===== config.mk =====
export PLATFORM = sky130hd
export DESIGN_NAME = xsim_dma_arbiter
export DESIGN_NICKNAME = d
export VERILOG_FILES = /design/src/rtl/xsim_dma_arbiter.sv
export SDC_FILE = /design/constraint.sdc
export NUM_CORES = 1
export LEC_CHECK = 0
export CORE_AREA = 5 5 371 373
export CTS_CLUSTER_DIAMETER = 60
export DETAILED_ROUTE_END_ITERATION = 10
export DIE_AREA = 0 0 376 378
export HOLD_SLACK_MARGIN = 0.08
export PLACE_DENSITY = 0.34
export SETUP_SLACK_MARGIN = 0.15
export SYNTH_ARGS = -nofsm -noshare
export SYNTH_HDL_FRONTEND = slang
export SYNTH_SLANG_ARGS = --single-unit

===== constraint.sdc =====
create_clock -name CLK -period 6.27 [get_ports CLK]
set_input_delay 1.254 -clock CLK [delete_from_list [all_inputs] [get_ports CLK]]
set_output_delay 1.254 -clock CLK [all_outputs]
set_load 0.05 [all_outputs]

===== src/rtl/xsim_dma_arbiter.sv =====
// Shares one xsim DMA port between NCLIENTS requesters: round-robin write and
// read channels, writes win ties, one outstanding read routed back to its issuer.
module xsim_dma_arbiter #(
  parameter int NCLIENTS     = 4,
  parameter int MAX_WR_BURST = 8
) (
  input  logic                     CLK,
  input  logic                     RST,
  input  logic [NCLIENTS-1:0]      cli_rd_valid,
  output logic [NCLIENTS-1:0]      cli_rd_ready,
  input  logic [32*NCLIENTS-1:0]   cli_rd_addr,
  input  logic [32*NCLIENTS-1:0]   cli_rd_handle,
  output logic [NCLIENTS-1:0]      cli_rsp_valid,
  input  logic [NCLIENTS-1:0]      cli_rsp_ready,
  output logic [31:0]              cli_rsp_data,
  input  logic [NCLIENTS-1:0]      cli_wr_valid,
  output logic [NCLIENTS-1:0]      cli_wr_ready,
  input  logic [32*NCLIENTS-1:0]   cli_wr_addr,
  input  logic [32*NCLIENTS-1:0]   cli_wr_handle,
  input  logic [32*NCLIENTS-1:0]   cli_wr_data,
  input  logic                     dma_rdy_readrequest,
  output logic                     dma_en_readrequest,
  output logic [31:0]              dma_readrequest_addr,
  output logic [31:0]              dma_readrequest_handle,
  input  logic                     dma_rdy_readresponse,
  output logic                     dma_en_readresponse,
  input  logic [31:0]              dma_readresponse_data,
  output logic                     dma_en_write32,
  output logic [31:0]              dma_write32_addr,
  output logic [31:0]              dma_write32_handle,
  output logic [31:0]              dma_write32_data,
  output logic [31:0]              rd_count,
  output logic [31:0]              wr_count,
  output logic                     busy
);

  localparam int IW = (NCLIENTS > 1) ? $clog2(NCLIENTS) : 1;
  localparam logic [0:0] RD_IDLE = 1'b0;
  localparam logic [0:0] RD_BUSY = 1'b1;

  logic [0:0]    state_reg;
  logic [IW-1:0] owner_reg;
  logic [IW-1:0] rd_last_reg;
  logic [IW-1:0] wr_last_reg;
  logic [7:0]    wr_burst_reg;
  logic [31:0]   rd_count_reg;
  logic [31:0]   wr_count_reg;

  logic [31:0] rd_addr_arr   [NCLIENTS];
  logic [31:0] rd_handle_arr [NCLIENTS];
  logic [31:0] wr_addr_arr   [NCLIENTS];
  logic [31:0] wr_handle_arr [NCLIENTS];
  logic [31:0] wr_data_arr   [NCLIENTS];

  genvar gi;
  generate
    for (gi = 0; gi < NCLIENTS; gi++) begin : g_unpack
      assign rd_addr_arr[gi]   = cli_rd_addr[32*gi +: 32];
      assign rd_handle_arr[gi] = cli_rd_handle[32*gi +: 32];
      assign wr_addr_arr[gi]   = cli_wr_addr[32*gi +: 32];
      assign wr_handle_arr[gi] = cli_wr_handle[32*gi +: 32];
      assign wr_data_arr[gi]   = cli_wr_data[32*gi +: 32];
    end
  endgenerate

  // Returns {found, index} of the first requester after 'last', wrapping.
  function automatic logic [IW:0] rr_pick(input logic [NCLIENTS-1:0] req,
                                          input logic [IW-1:0] last);
    logic          found;
    logic [IW-1:0] sel;
    int            idx;
    found = 1'b0;
    sel   = '0;
    for (int k = 1; k <= NCLIENTS; k++) begin
      idx = (int'(last) + k) % NCLIENTS;
      if (!found && req[IW'(idx)]) begin
        found = 1'b1;
        sel   = IW'(idx);
      end
    end
    return {found, sel};
  endfunction

  logic [IW:0]   wr_pick;
  logic [IW:0]   rd_pick;
  logic [IW-1:0] wr_sel;
  logic [IW-1:0] rd_sel;
  logic          wr_grant;
  logic          rd_grant;
  logic          rd_done;
  logic          burst_cond;

  always_comb begin
    wr_pick  = rr_pick(cli_wr_valid, wr_last_reg);
    rd_pick  = rr_pick(cli_rd_valid, rd_last_reg);
    wr_sel   = wr_pick[IW-1:0];
    rd_sel   = rd_pick[IW-1:0];
    // A full burst forces one write-free cycle so a waiting read can go out.
    wr_grant = !RST && wr_pick[IW] && (wr_burst_reg != 8'(MAX_WR_BURST));
    rd_grant = !RST && (state_reg == RD_IDLE) && rd_pick[IW] &&
               dma_rdy_readrequest && !wr_grant;
    rd_done  = !RST && (state_reg == RD_BUSY) && dma_rdy_readresponse &&
               cli_rsp_ready[owner_reg];
    burst_cond = wr_grant && (state_reg == RD_IDLE) && (|cli_rd_valid);
  end

  always_comb begin
    cli_wr_ready  = wr_grant ? (NCLIENTS'(1) << wr_sel) : '0;
    cli_rd_ready  = rd_grant ? (NCLIENTS'(1) << rd_sel) : '0;
    cli_rsp_valid = '0;
    if (!RST && state_reg == RD_BUSY)
      cli_rsp_valid[owner_reg] = dma_rdy_readresponse;
  end

  assign cli_rsp_data           = dma_readresponse_data;
  assign dma_en_write32         = wr_grant;
  assign dma_write32_addr       = wr_addr_arr[wr_sel];
  assign dma_write32_handle     = wr_handle_arr[wr_sel];
  assign dma_write32_data       = wr_data_arr[wr_sel];
  assign dma_en_readrequest     = rd_grant;
  assign dma_readrequest_addr   = rd_addr_arr[rd_sel];
  assign dma_readrequest_handle = rd_handle_arr[rd_sel];
  assign dma_en_readresponse    = rd_done;
  assign rd_count               = rd_count_reg;
  assign wr_count               = wr_count_reg;
  assign busy                   = (state_reg == RD_BUSY);

  always_ff @(posedge CLK) begin
    if (RST) begin
      state_reg    <= RD_IDLE;
      owner_reg    <= '0;
      rd_last_reg  <= IW'(NCLIENTS - 1);
      wr_last_reg  <= IW'(NCLIENTS - 1);
      wr_burst_reg <= '0;
      rd_count_reg <= '0;
      wr_count_reg <= '0;
    end else begin
      wr_burst_reg <= burst_cond ? 8'(wr_burst_reg + 8'd1) : 8'd0;
      if (wr_grant) begin
        wr_last_reg  <= wr_sel;
        wr_count_reg <= wr_count_reg + 32'd1;
      end
      if (rd_grant) begin
        state_reg   <= RD_BUSY;
        owner_reg   <= rd_sel;
        rd_last_reg <= rd_sel;
      end else if (rd_done) begin
        state_reg    <= RD_IDLE;
        rd_count_reg <= rd_count_reg + 32'd1;
      end
    end
  end

endmodule


==> summary.md <==
| Metric | Value |
|---|---|
| Status | complete, but fails checks |
| Failing checks | capacitance limit, slew limit |
| First-pass GRT wire length | 123.4 mm |
| Vias in the first global route | 11610 |
| Pint | 2065 uW |
| Core ar. | 134300 sq um |
| Final Total Pwr | 4200 uW |
| Fin nets | 2542 |
| Total track usage | 13.12% |
| Slew Limit Fails | 1 |
| Sw frac | 50.82% |
| Max VDD drop | 0.0001423 V |
| Post-synth EDFFs | 0 |
| Fin Hold WS | 496.7 ps |
| Yosys reg bits | 79 |
| Area leader, netlist | mux2i_1 |
| Min-delay worst type | flip-flop to flip-flop |
| Predominant post-synthesis flop cell | dfxtp_1 |
| Vias after detailed routing | 11400 |
| Sum Neg Setup Slack | 0 ps |
| Yosys warns | 0 |
| FF-to-FF path depth | 9 |
| Drt first-iter violations | 488 |
| RSZ-0062 raised after global routing | false |
| Row count | 135 |
| Launching point of the worst reg2reg path | wr_burst_reg[0]$_SDFF_PP0_ |
| Power Density | 201.0 nW/um^2 |
| Slew @ Worst Pin | 1470 ps |
| Fmax | 166.8 MHz |
| I/O Buffers | 895 |
| Final Setup Violations | 0 |
| Later-pin clock latency in the skew report | 350 ps |
| Clock Skew | 7.711 ps |
| Worst reg2reg endpoint | wr_count[21]$_SDFFE_PP0P_ |
| Layout cells sized above 1 | 10.13% |
| Largest net degree at the start of global routing | 81 |
| TritonRoute pass-1 iters | 5 |
| IO Count | 960 |
| Mapped Area | 9138 sq um |
| Clk sinks | 79 |
| Max FO, Critical Path | 53 |
| Clock-pin slew on the worst setup and hold paths | 70 ps |
| Placer congestion estimate | 0.9040 |
| Share of power burned in the clock network | 13.2% |
| Synth-to-Final Area Change | 128.6% |
| Initial Utilization | 6.805% |
| Yosys cell types | 47 |
| Setup crit end kind | output pin |
| Share of the yosys chip area belonging to registers | 17.31% |
| Root Driver | clkbuf_16 |
| Vias per cell | 3.131 |
| Most common cell after layout, fill and taps aside | clkdlybuf4s50_1 |
| Tmin final | 5994 ps |
| Startpoint Class | input pin |
| Max Cap Violations | 1 |
| ANT nets after route | 0 |
| Synth top area cells | mux2i_1, dfxtp_1, xor2_1, buf_4, buf_2 |
| Overall routed net length | 100.1 mm |
| Initial antenna violation count | 47 |
| Die X | 376 microns |
| Required @ worst endpoint | 5020 ps |
| Gate power share | 74.5% |
| Sw power | 2135 uW |
| Detail Placement HPWL | 91.36 mm |
| Syn Area/Cell | 8.958 sq um |
| Pleak | 0.008534 uW |
| Num CTS Buffers | 9 |
| Max clock buf depth | 2 |
| Post-synth ARST share | 0% |
| Drt wl/cell | 27.49 microns |
| Die H | 378 microns |
| Crit path DAT | 4740 ps |
| Area fraction of the dominant cell type after synthesis | 52.69% |
| Period utilization | 95.60% |
| Worst rel slew slack | -0.7946% |
| Register share of total power | 12.3% |
| Die ar. | 142100 sq um |
| Remaining global-route overflow | 0 |
| Mapped Cells | 1020 |
| CTS tree | yes |
| Post-CTS resize count | 0 |
| Post-Syn Nets | 1712 |
| Count of final hold-check violations | 0 |
| Number of remaining DRC errors | 0 |
| Setup Fix Bufs, Post-CTS | 0 |
| Critical path class | input pin to output pin |
| Hold wc startpoint | wr_count[31]$_SDFFE_PP0P_ |
| R2R Setup Slk | 3570 ps |
| Hold endpoint | wr_count[31]$_SDFFE_PP0P_ |
| H-tree Lvls | 3 |
| Hold path cells | 2 |
| Hold_buf cts | 0 |
| Most frequent cells in the layout | clkdlybuf4s50_1, mux2i_1, buf_4 |
[through the flow]
stage | setup WS (ps) | cells | util, % | cell area (sq um)
after detailed placement | 185.7 | 3620 | 15.32 | 20580
final | 276.2 | 3642 | 15.56 | 20890
after floorplan | 1576 | 1020 | - | 9138
after CTS | 168.2 | 3636 | 15.55 | 20880
after global routing | 198.8 | 3638 | 15.55 | 20880
after global placement | 248.0 | 3620 | 15.32 | 20580
[per-layer routing]
metal	vias to the layer above	global-route usage (%)	share of wire (%)
met2	594	20.56	45
met1	5300	17.55	45
li1	5387	-	-
met4	18	1.304	0.88
met3	104	5.270	9.5
met5	-	0	0.12
[power by group through the flow]
stage          Sequential, uW  Clock [uW]  Combinational, uW
3_5_place_dp              530           0               3150
4_1_cts                   519         584               3160
2_1_floorplan             536           0               1470
6_report                  519         552               3130
5_1_grt                   520         596               3220
3_3_place_gp              530           0               3160
[worst max-delay path: stages]
cell and delay, ps:
clkdlybuf4s50_1 570, nand2b_1 100, o21a_1 160, a21oi_4 190, buf_12 240, buf_12 330
mux2i_1 1210, mux2i_1 300, buf_12 250
[Yosys cell counts, drive strengths merged, types with 2 or more instances]
cell / instances
and3: 15
o21ai: 24
o21a: 2
mux2i: 481
nand4: 24
a21oi: 29
a211o: 2
or2: 2
ha: 4
clkbuf: 18
and4: 12
inv: 10
and3b: 2
xor2: 34
or4: 2
and2: 10
or3: 20
xnor2: 13
dfxtp: 79
nand2: 20
o31ai: 2
nor4: 5
nor3: 10
buf: 89
nor2: 59
nor3b: 3
nor2b: 5
nand2b: 6
nand3: 30
[cell type report]
cell class	instances	area, sq um
repair buffers	926	9777
diodes	6	15.01
clock inverters	6	70.07
inverters	10	37.54
flip-flops and latches	79	1582
multi-input cells	824	6953
clock buffers	10	229.0
well taps	1781	2228
fillers	15180	113400
[worst max path at each step]
| stage | from | endpoint | slack (ps) |
|---|---|---|---|
| after global routing | cli_wr_valid[1] | dma_write32_addr[7] | 200 |
| final | cli_wr_valid[3] | dma_write32_addr[20] | 280 |
| after CTS | cli_wr_valid[1] | cli_wr_ready[0] | 170 |
| after floorplan | cli_wr_valid[1] | cli_wr_ready[0] | 1580 |
| after detailed placement | cli_wr_valid[1] | cli_wr_ready[0] | 190 |
| after global placement | cli_wr_valid[1] | cli_wr_ready[0] | 250 |
[cell families after synthesis]
kind of cell,share of synthesized area [%]
xor+xnor,4.505
compound gates,3.998
simple gates,13.75
flops,17.31
fa+ha+maj,0.5477
mux,52.94
buf+inv,6.956
Power figures use the tool's default switching activity.
